--- src/rtl/line_clear_ctrl_if.sv ---
`default_nettype none
// ============================================================================
//  Module      : line_clear_ctrl_if
//  Description : Row RAM bus between the line-clear sequencer and the board
//                row memory. It carries one read port and one write port.
//                - master (sequencer): drives rd_en/rd_addr and
//                  wr_en/wr_addr/wr_data, and receives rd_data.
//                - slave (row RAM): receives the strobes, addresses and write
//                  data, and drives rd_data one cycle after rd_en. rd_data
//                  holds its value until the next read.
//  Revision    : 1.0 - initial release
// ============================================================================
interface line_clear_ctrl_if #(
  parameter int ROW_AW = 5,
  parameter int COLS   = 10,
  parameter int CELL_W = 3
);
  logic                     rd_en;
  logic [ROW_AW-1:0]        rd_addr;
  logic [COLS*CELL_W-1:0]   rd_data;
  logic                     wr_en;
  logic [ROW_AW-1:0]        wr_addr;
  logic [COLS*CELL_W-1:0]   wr_data;

  modport master (
    output rd_en,
    output rd_addr,
    input  rd_data,
    output wr_en,
    output wr_addr,
    output wr_data
  );

  modport slave (
    input  rd_en,
    input  rd_addr,
    output rd_data,
    input  wr_en,
    input  wr_addr,
    input  wr_data
  );
endinterface
`default_nettype wire

--- src/rtl/line_clear_ctrl.sv ---
`default_nettype none
// ============================================================================
//  Module      : line_clear_ctrl
//  Description : Line-clear sequencer. After a piece locks, it scans the board
//                rows bottom-up. Full rows are dropped, the remaining rows are
//                compacted downward, and the freed rows at the top are
//                zero-filled. The module also keeps the running score and the
//                total cleared-line count.
//  Ports       : Clk, Reset_n       clock, asynchronous active-low reset
//                start              1-cycle pulse: a piece was written
//                ram (master)       row RAM read/write bus
//                busy               sweep in progress (freezes block logic)
//                done               1-cycle pulse at the end of a sweep
//                lines_cleared      full rows removed by the last sweep
//                score              running score, saturating
//                total_lines        running line count, saturating at 1023
//  Revision    : 1.0 - initial release
// ============================================================================
module line_clear_ctrl #(
  parameter int ROWS    = 20,
  parameter int COLS    = 10,
  parameter int CELL_W  = 3,
  parameter int ROW_AW  = 5,
  parameter int SCORE_W = 20   // must be >= 11 so that the 1200-point award fits
) (
  input  wire logic               Clk,
  input  wire logic               Reset_n,
  input  wire logic               start,
  line_clear_ctrl_if.master       ram,
  output logic                    busy,
  output logic                    done,
  output logic [2:0]              lines_cleared,
  output logic [SCORE_W-1:0]      score,
  output logic [9:0]              total_lines
);

  localparam logic [ROW_AW-1:0] C_LAST_ROW = ROW_AW'(ROWS - 1);
  localparam logic [ROW_AW-1:0] C_ROW_ONE  = ROW_AW'(1);
  localparam logic [10:0]       C_PTS_1    = 11'd40;
  localparam logic [10:0]       C_PTS_2    = 11'd100;
  localparam logic [10:0]       C_PTS_3    = 11'd300;
  localparam logic [10:0]       C_PTS_4    = 11'd1200;
  localparam logic [9:0]        C_LINES_MAX = 10'd1023;

  typedef enum logic [2:0] {
    S_IDLE = 3'd0,
    S_RD   = 3'd1,
    S_WAIT = 3'd2,
    S_EVAL = 3'd3,
    S_FILL = 3'd4,
    S_DONE = 3'd5
  } state_t;

  state_t              r_state;
  logic [ROW_AW-1:0]   r_src;
  logic [ROW_AW-1:0]   r_dst;
  logic [2:0]          r_cnt;
  logic                r_rd_en;
  logic [ROW_AW-1:0]   r_rd_addr;
  logic                r_busy;
  logic                r_done;
  logic [2:0]          r_lines;
  logic [SCORE_W-1:0]  r_score;
  logic [9:0]          r_total;

  logic                w_row_full;
  logic [2:0]          w_cnt_inc;
  logic [2:0]          w_eval_cnt;
  logic                w_eval_wr;
  logic                w_fill_wr;
  logic                w_wr_en;
  logic                w_to_done;
  logic [2:0]          w_fin_cnt;
  logic [10:0]         w_points;
  logic [SCORE_W:0]    w_score_sum;
  logic [SCORE_W-1:0]  w_score_nxt;
  logic [10:0]         w_total_sum;
  logic [9:0]          w_total_nxt;

  // A row is full only when every cell holds a non-zero color.
  always_comb begin
    w_row_full = 1'b1;
    for (int c = 0; c < COLS; c++) begin
      if (ram.rd_data[c*CELL_W +: CELL_W] == '0) begin
        w_row_full = 1'b0;
      end
    end
  end

  assign w_cnt_inc  = (r_cnt == 3'd7) ? r_cnt : r_cnt + 3'd1;
  assign w_eval_cnt = w_row_full ? w_cnt_inc : r_cnt;

  // The row data only arrives in EVAL, so the compaction write is decoded
  // from the live read data. A kept row that is already in place
  // (src == dst) is skipped.
  assign w_eval_wr = (r_state == S_EVAL) && !w_row_full && (r_src != r_dst);
  assign w_fill_wr = (r_state == S_FILL);
  assign w_wr_en   = w_eval_wr | w_fill_wr;

  assign w_to_done = ((r_state == S_EVAL) && (r_src == '0) && (w_eval_cnt == 3'd0)) ||
                     ((r_state == S_FILL) && (r_dst == '0));

  // On the EVAL exit path the count is the freshly updated one.
  assign w_fin_cnt = (r_state == S_EVAL) ? w_eval_cnt : r_cnt;

  always_comb begin
    case (w_fin_cnt)
      3'd0:    w_points = 11'd0;
      3'd1:    w_points = C_PTS_1;
      3'd2:    w_points = C_PTS_2;
      3'd3:    w_points = C_PTS_3;
      default: w_points = C_PTS_4;
    endcase
  end

  assign w_score_sum = {1'b0, r_score} + (SCORE_W+1)'(w_points);
  assign w_score_nxt = w_score_sum[SCORE_W] ? {SCORE_W{1'b1}} : w_score_sum[SCORE_W-1:0];
  assign w_total_sum = {1'b0, r_total} + {8'd0, w_fin_cnt};
  assign w_total_nxt = w_total_sum[10] ? C_LINES_MAX : w_total_sum[9:0];

  always_ff @(posedge Clk or negedge Reset_n) begin
    if (!Reset_n) begin
      r_state   <= S_IDLE;
      r_src     <= '0;
      r_dst     <= '0;
      r_cnt     <= '0;
      r_rd_en   <= 1'b0;
      r_rd_addr <= '0;
      r_busy    <= 1'b0;
      r_done    <= 1'b0;
      r_lines   <= '0;
      r_score   <= '0;
      r_total   <= '0;
    end else begin
      r_done    <= 1'b0;
      r_rd_en   <= 1'b0;
      r_rd_addr <= '0;

      case (r_state)
        S_IDLE: begin
          // Any start pulse outside IDLE falls through and is dropped.
          if (start) begin
            r_src     <= C_LAST_ROW;
            r_dst     <= C_LAST_ROW;
            r_cnt     <= '0;
            r_busy    <= 1'b1;
            r_rd_en   <= 1'b1;
            r_rd_addr <= C_LAST_ROW;
            r_state   <= S_RD;
          end
        end

        S_RD: begin
          r_state <= S_WAIT;
        end

        S_WAIT: begin
          r_state <= S_EVAL;
        end

        S_EVAL: begin
          r_cnt <= w_eval_cnt;
          // Full rows do not consume a destination slot.
          if (!w_row_full) begin
            r_dst <= r_dst - C_ROW_ONE;
          end
          if (r_src == '0) begin
            if (w_eval_cnt != 3'd0) begin
              r_state <= S_FILL;
            end
          end else begin
            r_src     <= r_src - C_ROW_ONE;
            r_rd_en   <= 1'b1;
            r_rd_addr <= r_src - C_ROW_ONE;
            r_state   <= S_RD;
          end
        end

        S_FILL: begin
          if (r_dst != '0) begin
            r_dst <= r_dst - C_ROW_ONE;
          end
        end

        S_DONE: begin
          r_busy  <= 1'b0;
          r_src   <= '0;
          r_dst   <= '0;
          r_cnt   <= '0;
          r_state <= S_IDLE;
        end

        default: begin
          r_state <= S_IDLE;
        end
      endcase

      // Both exit paths (EVAL with nothing cleared, and the last FILL row)
      // share the same bookkeeping.
      if (w_to_done) begin
        r_state <= S_DONE;
        r_done  <= 1'b1;
        r_lines <= w_fin_cnt;
        r_score <= w_score_nxt;
        r_total <= w_total_nxt;
      end
    end
  end

  assign ram.rd_en   = r_rd_en;
  assign ram.rd_addr = r_rd_addr;
  assign ram.wr_en   = w_wr_en;
  assign ram.wr_addr = w_wr_en ? r_dst : '0;
  assign ram.wr_data = w_eval_wr ? ram.rd_data : '0;

  assign busy          = r_busy;
  assign done          = r_done;
  assign lines_cleared = r_lines;
  assign score         = r_score;
  assign total_lines   = r_total;

endmodule
`default_nettype wire

--- src/flat_wrapper.sv ---
// flat-port wrapper written by rule: the top's interface ports become plain ports
module line_clear_ctrl_flat 
#(
  parameter int ROWS    = 20,
  parameter int COLS    = 10,
  parameter int CELL_W  = 3,
  parameter int ROW_AW  = 5,
  parameter int SCORE_W = 20                                                     
)
  (Clk, Reset_n, start, busy, done, lines_cleared, score, total_lines, ram_rd_en, ram_rd_addr, ram_rd_data, ram_wr_en, ram_wr_addr, ram_wr_data);
  line_clear_ctrl_if #(.ROW_AW(ROW_AW), .COLS(COLS), .CELL_W(CELL_W)) ram_i ();
  input  wire logic Clk;
  input  wire logic Reset_n;
  input  wire logic start;
  output logic busy;
  output logic done;
  output logic [2:0] lines_cleared;
  output logic [SCORE_W-1:0] score;
  output logic [9:0] total_lines;
  output wire logic [$bits(ram_i.rd_en)-1:0] ram_rd_en;
  output wire logic [$bits(ram_i.rd_addr)-1:0] ram_rd_addr;
  input wire logic [$bits(ram_i.rd_data)-1:0] ram_rd_data;
  output wire logic [$bits(ram_i.wr_en)-1:0] ram_wr_en;
  output wire logic [$bits(ram_i.wr_addr)-1:0] ram_wr_addr;
  output wire logic [$bits(ram_i.wr_data)-1:0] ram_wr_data;
  assign ram_rd_en = ram_i.rd_en;
  assign ram_rd_addr = ram_i.rd_addr;
  assign ram_i.rd_data = ram_rd_data;
  assign ram_wr_en = ram_i.wr_en;
  assign ram_wr_addr = ram_i.wr_addr;
  assign ram_wr_data = ram_i.wr_data;
  line_clear_ctrl #(.ROWS(ROWS), .COLS(COLS), .CELL_W(CELL_W), .ROW_AW(ROW_AW), .SCORE_W(SCORE_W)) u_core (.Clk(Clk), .Reset_n(Reset_n), .start(start), .ram(ram_i), .busy(busy), .done(done), .lines_cleared(lines_cleared), .score(score), .total_lines(total_lines));
endmodule
--- config.mk ---
export PLATFORM = sky130hd
export DESIGN_NAME = line_clear_ctrl_flat
export DESIGN_NICKNAME = d
export VERILOG_FILES = /design/src/rtl/line_clear_ctrl_if.sv /design/src/rtl/line_clear_ctrl.sv /design/src/flat_wrapper.sv
export SDC_FILE = /design/constraint.sdc
export NUM_CORES = 1
export LEC_CHECK = 0
export CAP_MARGIN = 20
export CORE_MARGIN = 10
export CORE_UTILIZATION = 43
export CTS_CLUSTER_DIAMETER = 80
export DETAILED_ROUTE_END_ITERATION = 10
export GPL_ROUTABILITY_DRIVEN = 0
export PLACE_DENSITY = 0.77
export SLEW_MARGIN = 15
export SYNTH_ARGS = -nofsm -noshare
export SYNTH_HDL_FRONTEND = slang
export SYNTH_SLANG_ARGS = --single-unit
--- constraint.sdc ---
create_clock -name Clk -period 3.7 [get_ports Clk]
set_input_delay 0.74 -clock Clk [delete_from_list [all_inputs] [get_ports Clk]]
set_output_delay 0.74 -clock Clk [all_outputs]
set_load 0.02 [all_outputs]
==> results of run 1 <==
[layout make-up]
type / instances / area (µm²)
inverter: 16 / 65.1
clock buffer: 6 / 72.6
sequential: 56 / 1400
fill: 636 / 2760
tap: 105 / 131
timing repair buffer: 150 / 1480
clock inverter: 2 / 38.8
multi-input combinational: 312 / 2230
[repair_timing]
item / 4_1_cts / 5_1_grt
buffers inserted: 2 / 3
hold buffers: 0 / 0
setup endpoints to repair: 62 / 55
pin swaps: 8 / 25
resized for setup: 86 / 53
[kinds of logic after synthesis]
family | after synthesis | share of synthesized area (%)
XOR/XNOR | 17 | 4.16
AND/OR/NAND/NOR | 168 | 24.3
AO/OA/AOI/OAI | 96 | 17.1
flip-flops | 56 | 39.1
multiplexers | 13 | 4.26
buffers and inverters | 32 | 4.37
adder cells (fa/ha/maj) | 18 | 6.71
[power breakdown]
group	total (W)	switching, W	internal (W)
Clock	0.000411	0.000206	0.000205
Combinational	0.000528	0.000259	0.000269
Sequential	0.000731	0.0000785	0.000653
[metal layers]
layer | global-route usage, % | up-vias
met4 | 4.03 | 0
met5 | 0 | -
met2 | 26.9 | 134
li1 | - | 1698
met1 | 19.4 | 1657
met3 | 3.30 | 12
[synth_stat cells, types with 6 or more instances]
master,instances,share of area (%)
sky130_fd_sc_hd__mux2_2,10,3.1
sky130_fd_sc_hd__inv_1,15,1.6
sky130_fd_sc_hd__a31oi_1,16,2.8
sky130_fd_sc_hd__nor2b_1,6,1.0
sky130_fd_sc_hd__a21o_1,14,2.9
sky130_fd_sc_hd__xnor2_1,9,2.2
sky130_fd_sc_hd__dfrtp_1,56,39
sky130_fd_sc_hd__clkbuf_1,9,0.94
sky130_fd_sc_hd__and3_1,9,1.6
sky130_fd_sc_hd__o21ai_0,19,2.7
sky130_fd_sc_hd__xor2_1,8,2.0
sky130_fd_sc_hd__nor2_1,38,4.0
sky130_fd_sc_hd__a21oi_1,21,2.9
sky130_fd_sc_hd__nand2_1,29,3.0
sky130_fd_sc_hd__nand3_1,12,1.7
sky130_fd_sc_hd__and2_1,30,5.2
sky130_fd_sc_hd__ha_1,16,5.6
sky130_fd_sc_hd__nor3_1,21,2.9
[path summary, 6_finish.rpt]
check / start / endpoint / slack, ns / cells after the start
min: u_core.total_lines[5] / u_core.total_lines[5] / 0.53 / 1
max: ram_rd_data[18] / u_core.score[6] / 0.23 / 16
max reg2reg: u_core.r_state[0] / u_core.score[6] / 0.53 / 13
min in group asynchronous: Reset_n / u_core.ram.rd_addr[3] / 0.57 / 1
max in group asynchronous: Reset_n / u_core.r_cnt[1] / 2.36 / 2
min reg2reg: u_core.total_lines[5] / u_core.total_lines[5] / 0.53 / 1
[sequential cells by signal, summed over array words and instances (netlist names)]
signal / count
u_core.ram.rd_addr: 5
u_core.r_src: 5
u_core.r_state: 3
u_core.busy: 1
u_core.r_cnt: 3
u_core.total_lines: 10
u_core.ram.rd_en: 1
u_core.done: 1
u_core.r_dst: 5
u_core.score: 19
u_core.lines_cleared: 3
[through the flow]
stage / setup slack [ns] / TNS (ns) / std cells / utilization (%) / power (W)
floorplan: 0.0172 / 0 / 400 / - / 0.00101
global placement: -0.462 / -20.97 / 636 / 61.5 / 0.00118
detailed placement: -0.555 / -25.89 / 636 / 61.5 / 0.00121
CTS: -0.0108 / -0.0108 / 646 / 64.0 / 0.00166
global route: 0.00337 / 0 / 647 / 66.2 / 0.00177
finish: 0.231 / 0 / 647 / 66.2 / 0.00167
==> flow_metrics.py, run 1 <==
metrics = {
    "run_status": {
        "status": "finished, final reports clean",
    },
    "power_and_ir_drop": {
        "power_per_cell_area_nw_per_um2": 309,
        "leakage_nw": 2.77,
        "peakVddDrop_mv": 0.189,
    },
    "critical_path": {
        "crit_path_max_fanout": 5,
        "cp_cell_instances": "dlymetal6s2s_1, nor3_1, nor2_1, o311ai_4, nor3_4, mux2i_4, nor2_2, ha_2, fa_2, a211oi_2, o21a_1, nor2_2, nand4_1, buf_6, o21ai_2, mux2_2",
        "cp.buffers_inverters": 2,
        "critical-path-top-cell-by-count": "sky130_fd_sc_hd__nor2_2",
        "crit_slowest_cell": "sky130_fd_sc_hd__fa_2",
        "worstSetupStartpointType": "input pin",
        "crit_type": "in -> reg",
        "cp.required_ns": 3.90,
        "cp_data_arrival_time_ns": 3.67,
        "endpoint_kind": "flop",
        "worst_path_dominant_cell_family": "simple AND/OR/NAND/NOR gates",
        "worst_path_largest_cell_delay_ns": 0.36,
    },
    "logic_synthesis": {
        "async_flop_share_pct": 100,
        "synth.distinct_cells": 53,
        "synth_flop_cell": "sky130_fd_sc_hd__dfrtp_1",
        "synth_fp_nets": 451,
        "synth_edf_count": 0,
        "yosysSeqAreaShare_pct": 39.1,
        "avgSynthCellArea_um2": 8.96,
        "synth_area_um2": 3580,
        "synth_seq_cells": 56,
        "synthCells": 400,
        "yosys_warnings": 0,
    },
    "routing": {
        "wl_met1_um": 4560,
        "wl_per_cell_um": 16.1,
        "routed_wl_met3_um": 653,
        "drc": 0,
        "vias_per_cell": 5.41,
        "drt-pass1-iter-count": 5,
        "route.antenna.remaining_nets": 0,
        "num_vias": 3501,
        "top_layer_used": "met4",
        "route.final.wire_length_um": 10400,
        "drt_iter0_drc": 220,
        "detailroute.wirelength.met2_um": 5040,
    },
    "grt": {
        "grt_first_pass_wirelength_um": 16600,
        "grt_start_max_net_pins": 43,
        "grt.total_usage_pct": 15.7,
        "grt_antenna_before_repair": 0,
        "globalRouteOverflowTotal": 0,
        "via_count_of_the_first_global_routing_pass": 3417,
    },
    "clock_tree": {
        "clock_latency_on_the_worst_skew_pair_ns": 0.31,
        "cts-htree-levels": 2,
        "clock-root-buffer": "sky130_fd_sc_hd__clkbuf_8",
        "cts_clk_pin_slew_worst_paths_ns": 0.10,
        "numCtsBuffers": 5,
        "cts_tree": "yes",
        "ctsLongestPathBuffers": 2,
        "numClockSinks": 56,
    },
    "layout": {
        "antenna_cells": 0,
        "finalNetCount": 592,
        "area.growth.synth_to_final_pct": 51.1,
        "most_used_cells_in_the_layout_excluding_fill_and_tap_cells": "56 x sky130_fd_sc_hd__dfrtp_1, 42 x sky130_fd_sc_hd__clkdlybuf4s50_1, 38 x sky130_fd_sc_hd__buf_4",
        "layout-drive-gt1-share_pct": 19.9,
        "stdcell_area_um2": 5410,
        "layout_commonest_cell": "sky130_fd_sc_hd__dfrtp_1",
    },
    "timing": {
        "post-route-period-util_pct": 93.7,
        "maxSlewViolCount": 0,
        "max_clock_freq_mhz": 288,
        "final-setup-viol-count": 0,
        "finalWorstPathRequiredPeriod_ns": 3.47,
        "worst_hold_slack_ns": 0.525,
        "unrepaired_setup_endpoints_after_global_routing": "no",
        "worst_slew_pin_slew_ns": 0.951,
        "timing_hold_violations_final": 0,
        "clock-skew-final_ns": 0.00472,
        "max_slew_headroom_pct": 36.6,
    },
    "run": {
        "cap_violations": 0,
    },
    "die": {
        "boundaryPins": 110,
        "fp.dieArea_um2": 12400,
        "floorplan.initialDensity_pct": 43.8,
        "coreArea_um2": 8180,
        "die_height_um": 111,
        "std_cell_rows": 33,
        "dieWidth_um": 111,
    },
    "hold_path": {
        "timing.hold.worst.class": "reg -> reg",
    },
    "placed_design": {
        "io_buffer_count": 109,
        "post-dp-hpwl_um": 7920,
        "post_dp_cell_area_um2": 5030,
    },
}
Note: power is estimated with default switching activity, not from simulation.
==> run 2, diff against run 1 <==
- CORE_MARGIN: 10 -> 2
==> run 2 against run 1 <==
Against the previous run: critical path depth grew 1; flip-flop and latch count stayed put; routed wire length down 3.2%; via count rose by 0.34%; power increased by 2.0%; critical path type unchanged; critical endpoint is now u_core.score[17].
==> flow_metrics.py, run 2 (synthesis results as in run 1) <==
metrics = {
    "hold_path": {
        "holdPathStages": 1,
        "timing.hold.worst_endpoint": "u_core.score[14]",
        "timing.hold.worst.class": "reg -> reg",
        "worst_min_path_start": "u_core.score[14]",
    },
    "clock_tree": {
        "numClockSinks": 56,
        "clock_latency_on_the_worst_skew_pair_ns": 0.31,
        "numCtsBuffers": 5,
        "cts_clk_pin_slew_worst_paths_ns": 0.10,
        "ctsLongestPathBuffers": 2,
        "cts_tree": "yes",
        "clock-root-buffer": "sky130_fd_sc_hd__clkbuf_8",
        "cts-htree-levels": 2,
    },
    "die": {
        "dieWidth_um": 95.3,
        "floorplan.initialDensity_pct": 44.0,
        "fp.dieArea_um2": 9080,
        "die_height_um": 95.3,
        "boundaryPins": 110,
        "coreArea_um2": 8130,
        "std_cell_rows": 33,
    },
    "power_and_ir_drop": {
        "leakage_nw": 2.76,
        "switchingPower_w": 0.000549,
        "part_of_the_total_power_dissipated_in_sequential_elements_pct": 42.8,
        "switching_share_pct": 32.2,
        "peakVddDrop_mv": 0.186,
        "power_per_cell_area_nw_per_um2": 313,
        "power.internal_w": 0.00115,
        "combinationalPowerShare_pct": 31.9,
        "power.clock.fraction_pct": 25.3,
    },
    "critical_path": {
        "worstSetupStartpointType": "input pin",
        "cp_data_arrival_time_ns": 3.76,
        "cp-startpoint": "ram_rd_data[3]",
        "worst_reg_to_reg_path_cell_count": 14,
        "regToRegSetupSlack_ns": 0.44,
        "crit_path_max_fanout": 6,
        "cp.required_ns": 3.90,
        "endpoint_kind": "flop",
        "crit_type": "in -> reg",
        "r2r-end": "u_core.score[17]",
        "regToRegStartpoint": "u_core.r_state[0]",
    },
    "layout": {
        "n_fill_cell": 629,
        "area.growth.synth_to_final_pct": 51.7,
        "multi_input_area_um2": 2170,
        "antenna_cells": 0,
        "finalNetCount": 599,
        "layout-drive-gt1-share_pct": 21.5,
        "post_layout_nonfiller_instances": 654,
        "flip_flop_count_of_the_largest_register_all_copies_and_words_added": 19,
        "most_used_cells_in_the_layout_excluding_fill_and_tap_cells": "56 x sky130_fd_sc_hd__dfrtp_1, 44 x sky130_fd_sc_hd__buf_4, 42 x sky130_fd_sc_hd__clkdlybuf4s50_1",
        "layout_commonest_cell": "sky130_fd_sc_hd__dfrtp_1",
        "regArea_um2": 1400,
    },
    "routing": {
        "wl_met1_um": 4210,
        "routed_wl_met3_um": 617,
        "num_vias": 3513,
        "route.final.wire_length_um": 10100,
        "detailroute.wirelength.met2_um": 5180,
        "route.antenna.remaining_nets": 0,
        "drc": 0,
        "drt_iter0_drc": 209,
        "vias_per_cell": 5.37,
        "drt-pass1-iter-count": 4,
        "top_layer_used": "met4",
        "wl_per_cell_um": 15.4,
    },
    "timing": {
        "maxSlewViolCount": 0,
        "finalWorstPathRequiredPeriod_ns": 3.56,
        "final-setup-viol-count": 0,
        "max_clock_freq_mhz": 281,
        "timing_hold_violations_final": 0,
        "total_negative_setup_slacks_ns": 0,
        "clock-skew-final_ns": 0.0118,
        "worst_slew_pin_slew_ns": 0.908,
        "max_slew_headroom_pct": 39.4,
        "post-route-period-util_pct": 96.3,
    },
    "grt": {
        "grt.total_usage_pct": 21.2,
        "grt_first_pass_wirelength_um": 15300,
        "grt_antenna_before_repair": 0,
        "via_count_of_the_first_global_routing_pass": 3377,
        "globalRouteOverflowTotal": 0,
        "grt_start_max_net_pins": 42,
    },
    "placed_design": {
        "io_buffer_count": 109,
        "dpl.cell_count": 635,
        "post-dp-hpwl_um": 7330,
    },
    "run_status": {
        "status": "finished, final reports clean",
    },
    "run": {
        "cap_violations": 0,
    },
}
run 2: changes by cell type in the layout (fill, tap and decap cells not counted), moves of 2 or more:
| cell | before | now |
|---|---|---|
| sky130_fd_sc_hd__ha_1 | 12 | 15 |
| sky130_fd_sc_hd__buf_4 | 38 | 44 |
| sky130_fd_sc_hd__nor2_2 | 5 | 2 |
| sky130_fd_sc_hd__a31oi_2 | 2 | 0 |
| sky130_fd_sc_hd__buf_6 | 2 | 4 |
| sky130_fd_sc_hd__ha_2 | 4 | 1 |
| sky130_fd_sc_hd__dlygate4sd2_1 | 13 | 6 |
| sky130_fd_sc_hd__nor2_1 | 33 | 36 |
| sky130_fd_sc_hd__nor3_1 | 15 | 17 |
| sky130_fd_sc_hd__a31oi_1 | 14 | 16 |
| sky130_fd_sc_hd__a21oi_2 | 2 | 4 |
| sky130_fd_sc_hd__clkdlybuf4s15_1 | 20 | 15 |
| sky130_fd_sc_hd__clkdlybuf4s15_2 | 3 | 15 |
run 2: critical path: stages:
cell,delay (ns)
sky130_fd_sc_hd__dlymetal6s2s_1,0.12
sky130_fd_sc_hd__nor3_1,0.07
sky130_fd_sc_hd__nor2_1,0.23
sky130_fd_sc_hd__o311ai_4,0.18
sky130_fd_sc_hd__nor3_4,0.23
sky130_fd_sc_hd__buf_6,0.13
sky130_fd_sc_hd__mux2i_2,0.22
sky130_fd_sc_hd__nor2_1,0.08
sky130_fd_sc_hd__ha_2,0.22
sky130_fd_sc_hd__fa_2,0.40
sky130_fd_sc_hd__a211oi_2,0.28
sky130_fd_sc_hd__o21a_1,0.22
sky130_fd_sc_hd__nor2_2,0.06
sky130_fd_sc_hd__nand4_1,0.15
sky130_fd_sc_hd__buf_6,0.15
sky130_fd_sc_hd__nand2_2,0.05
sky130_fd_sc_hd__mux2_2,0.25
run 2: layout make-up:
class                           instances  area share [%]
Sequential cell                        56            25.8
Tap cell                              105            2.42
Clock inverter                          2           0.714
Inverter                               16            1.20
Multi-Input combinational cell        312            39.9
Timing Repair Buffer                  157            28.5
Clock buffer                            6            1.52
run 2: worst max-delay path by stage:
stage                             endpoint  slack [ns]  cells past startpoint
after CTS                  ram_wr_data[29]      0.0008                     10
after global placement    u_core.score[13]       -0.61                     16
after global routing      u_core.score[10]       -0.03                     17
after detailed placement  u_core.score[13]       -0.70                     16
final                     u_core.score[17]        0.14                     17
after floorplan           u_core.score[13]        0.02                     16
run 2: metal layers:
metal,vias to the layer above,track usage (%)
li1,1708,-
met1,1690,25.7
met2,113,39.4
met3,2,3.24
met4,0,4.35
met5,-,0
run 2: power groups by stage:
| stage | Sequential [W] | Combinational, W | Clock [W] |
|---|---|---|---|
| 2_1_floorplan | 0.000707 | 0.000303 | 0 |
| 3_3_place_gp | 0.000732 | 0.000467 | 0 |
| 3_5_place_dp | 0.000735 | 0.000492 | 0 |
| 4_1_cts | 0.000724 | 0.000522 | 0.000437 |
| 5_1_grt | 0.000739 | 0.000601 | 0.000467 |
| 6_report | 0.000730 | 0.000543 | 0.000430 |
run 2: what timing repair did:
item / in CTS / in global routing
hold buffers: 0 / 0
gates cloned: 1 / 0
endpoints found under the hold margin: 0 / 0
setup buffers: 5 / 5
pin swaps: 9 / 15
gates resized for setup: 102 / 47
endpoints found under the setup margin: 64 / 63
run 2: stage by stage:
stage	cell area [µm²]	total power [W]	worst slack, ns	util (%)	hold WS, ns
after floorplan	3600	0.00101	0.0172	-	0.444
final	5440	0.00170	0.137	66.8	0.529
after global routing	5440	0.00181	-0.0263	66.8	0.553
after CTS	5250	0.00168	0.000780	64.5	0.532
after detailed placement	5010	0.00123	-0.703	61.6	0.515
after global placement	5010	0.00120	-0.615	61.6	0.491
==> run 3, diff against run 2 <==
- GPL_TIMING_DRIVEN: not set -> 0
==> run 3 against run 2 <==
Against the previous run: clock skew increased by 0.0041 ns; highest routed layer unchanged; routed wire length increased by 0.98%; flip-flop and latch count unchanged; fmax decreased by 2.6%; sequential power decreased by 2%; critical path type is now in -> out; sequential share of layout area increased by 0.64 points; critical endpoint is now ram_wr_addr[1]; hold slack got worse by 0.053 ns; power decreased by 2.8%; count of clock-buffer cells in the layout decreased by 1; worst setup slack got worse by 0.096 ns; clock power decreased by 9.3%; global-route usage increased by 0.96 points.
==> flow_metrics.py, run 3 (synthesis results as in run 1) <==
metrics = {
    "run_status": {
        "status": "finished, final reports clean",
    },
    "clock_tree": {
        "clock_latency_on_the_worst_skew_pair_ns": 0.31,
        "numClockSinks": 56,
        "cts_tree": "yes",
        "cts-htree-levels": 2,
        "cts_hold_buffers": 0,
        "cts_clk_pin_slew_worst_paths_ns": 0.11,
        "clock-root-buffer": "sky130_fd_sc_hd__clkbuf_8",
        "numCtsBuffers": 5,
        "ctsLongestPathBuffers": 2,
    },
    "critical_path": {
        "endpoint_kind": "output port",
        "crit_type": "in -> out",
        "cp_data_arrival_time_ns": 2.92,
        "cp.required_ns": 2.96,
        "worstSetupStartpointType": "input pin",
        "crit_path_max_fanout": 6,
    },
    "hold_path": {
        "timing.hold.worst.class": "in -> async",
    },
    "layout": {
        "layout-drive-gt1-share_pct": 22.0,
        "area.growth.synth_to_final_pct": 48.0,
        "most_used_cells_in_the_layout_excluding_fill_and_tap_cells": "56 x sky130_fd_sc_hd__dfrtp_1, 48 x sky130_fd_sc_hd__clkdlybuf4s50_1, 37 x sky130_fd_sc_hd__dlygate4sd2_1",
        "n_fill_cell": 640,
        "multi_input_area_um2": 2280,
        "layout_commonest_cell": "sky130_fd_sc_hd__dfrtp_1",
        "regArea_um2": 1400,
        "flip_flop_count_of_the_largest_register_all_copies_and_words_added": 19,
        "antenna_cells": 0,
        "finalNetCount": 593,
    },
    "grt": {
        "grt.total_usage_pct": 22.1,
        "grt_start_max_net_pins": 57,
        "via_count_of_the_first_global_routing_pass": 3379,
        "grt_antenna_before_repair": 0,
        "grt_first_pass_wirelength_um": 16100,
        "globalRouteOverflowTotal": 0,
    },
    "routing": {
        "drt-pass1-iter-count": 4,
        "drc": 0,
        "num_vias": 3553,
        "vias_per_cell": 5.50,
        "drt_iter0_drc": 195,
        "route.final.wire_length_um": 10200,
        "wl_per_cell_um": 15.7,
        "route.antenna.remaining_nets": 0,
    },
    "die": {
        "coreArea_um2": 8130,
        "std_cell_rows": 33,
        "fp.dieArea_um2": 9080,
        "dieWidth_um": 95.3,
        "boundaryPins": 110,
        "die_height_um": 95.3,
        "floorplan.initialDensity_pct": 44.0,
    },
    "timing": {
        "total_negative_setup_slacks_ns": 0,
        "final-setup-viol-count": 0,
        "max_slew_headroom_pct": 52.9,
        "timing_hold_violations_final": 0,
        "worst_slew_pin_slew_ns": 0.706,
        "maxSlewViolCount": 0,
        "clock-skew-final_ns": 0.0159,
        "post-route-period-util_pct": 98.9,
        "finalWorstPathRequiredPeriod_ns": 3.66,
        "max_clock_freq_mhz": 273,
        "worst_hold_slack_ns": 0.476,
    },
    "placed_design": {
        "io_buffer_count": 109,
        "post-dp-hpwl_um": 7120,
    },
    "run": {
        "cap_violations": 0,
    },
    "power_and_ir_drop": {
        "power_per_cell_area_nw_per_um2": 312,
        "leakage_nw": 2.61,
        "peakVddDrop_mv": 0.201,
    },
}
[run 3: repair_timing]
action,4_1_cts,5_1_grt
buffers inserted,19,10
pin swaps,28,21
setup endpoints to repair,64,30
gates resized for setup,97,57
[run 3: cell type report]
cell class	count	area share, %
Buffer	14	1.84
Clock buffer	5	1.30
Clock inverter	1	0.566
Inverter	16	1.23
Multi-Input combinational cell	312	43.0
Sequential cell	56	26.4
Tap cell	105	2.48
Timing Repair Buffer	137	23.2
[run 3: through the flow]
step / utilization (%) / power (W) / cell area (µm²) / instances / worst slack [ns]
final: 65.2 / 0.00166 / 5300 / 646 / 0.0417
after global routing: 65.2 / 0.00175 / 5300 / 646 / -0.0411
after CTS: 63.5 / 0.00160 / 5170 / 639 / 0.000569
after detailed placement: 59.3 / 0.00114 / 4820 / 614 / -1.23
after global placement: 59.3 / 0.00112 / 4820 / 614 / -1.12
after floorplan: - / 0.00101 / 3600 / 400 / 0.0172
[run 3: metal layers]
layer  global-route usage [%]  share of wire (%)  vias to the layer above
met5                        0                  0                        -
met1                     27.1                 40                     1702
met2                     40.0                 51                      141
met4                     7.13                1.5                        0
met3                     3.08                7.2                       11
li1                         -                  -                     1699
[run 3: power by group]
| part | switching [W] | internal, W | total [W] |
|---|---|---|---|
| clock network | 0.000195 | 0.000195 | 0.000390 |
| logic | 0.000285 | 0.000262 | 0.000546 |
| registers | 0.0000669 | 0.000653 | 0.000719 |
| total | 0.000547 | 0.00111 | 0.00166 |
[run 3: worst max-delay path, cell delays in order]
cell and delay [ns]:
sky130_fd_sc_hd__clkdlybuf4s15_1 0.20, sky130_fd_sc_hd__or3_4 0.41, sky130_fd_sc_hd__o311ai_4 0.11, sky130_fd_sc_hd__buf_4 0.18
sky130_fd_sc_hd__nor2_2 0.05, sky130_fd_sc_hd__a311oi_2 0.23, sky130_fd_sc_hd__buf_4 0.17, sky130_fd_sc_hd__a21oi_2 0.07
sky130_fd_sc_hd__nor2_1 0.13, sky130_fd_sc_hd__clkdlybuf4s50_1 0.64
[run 3: worst paths after layout]
path,start,endpoint,slack (ns),depth (start not counted)
worst max-delay path,ram_rd_data[1],ram_wr_addr[1],0.04,10
worst min-delay path,Reset_n,u_core.total_lines[1],0.48,1
worst max register to register,u_core.r_state[0],u_core.score[16],0.19,15
worst min register to register,u_core.total_lines[5],u_core.total_lines[5],0.54,1
max in group asynchronous,Reset_n,u_core.total_lines[3],2.75,1
min in group Clk,u_core.total_lines[5],u_core.total_lines[5],0.54,1
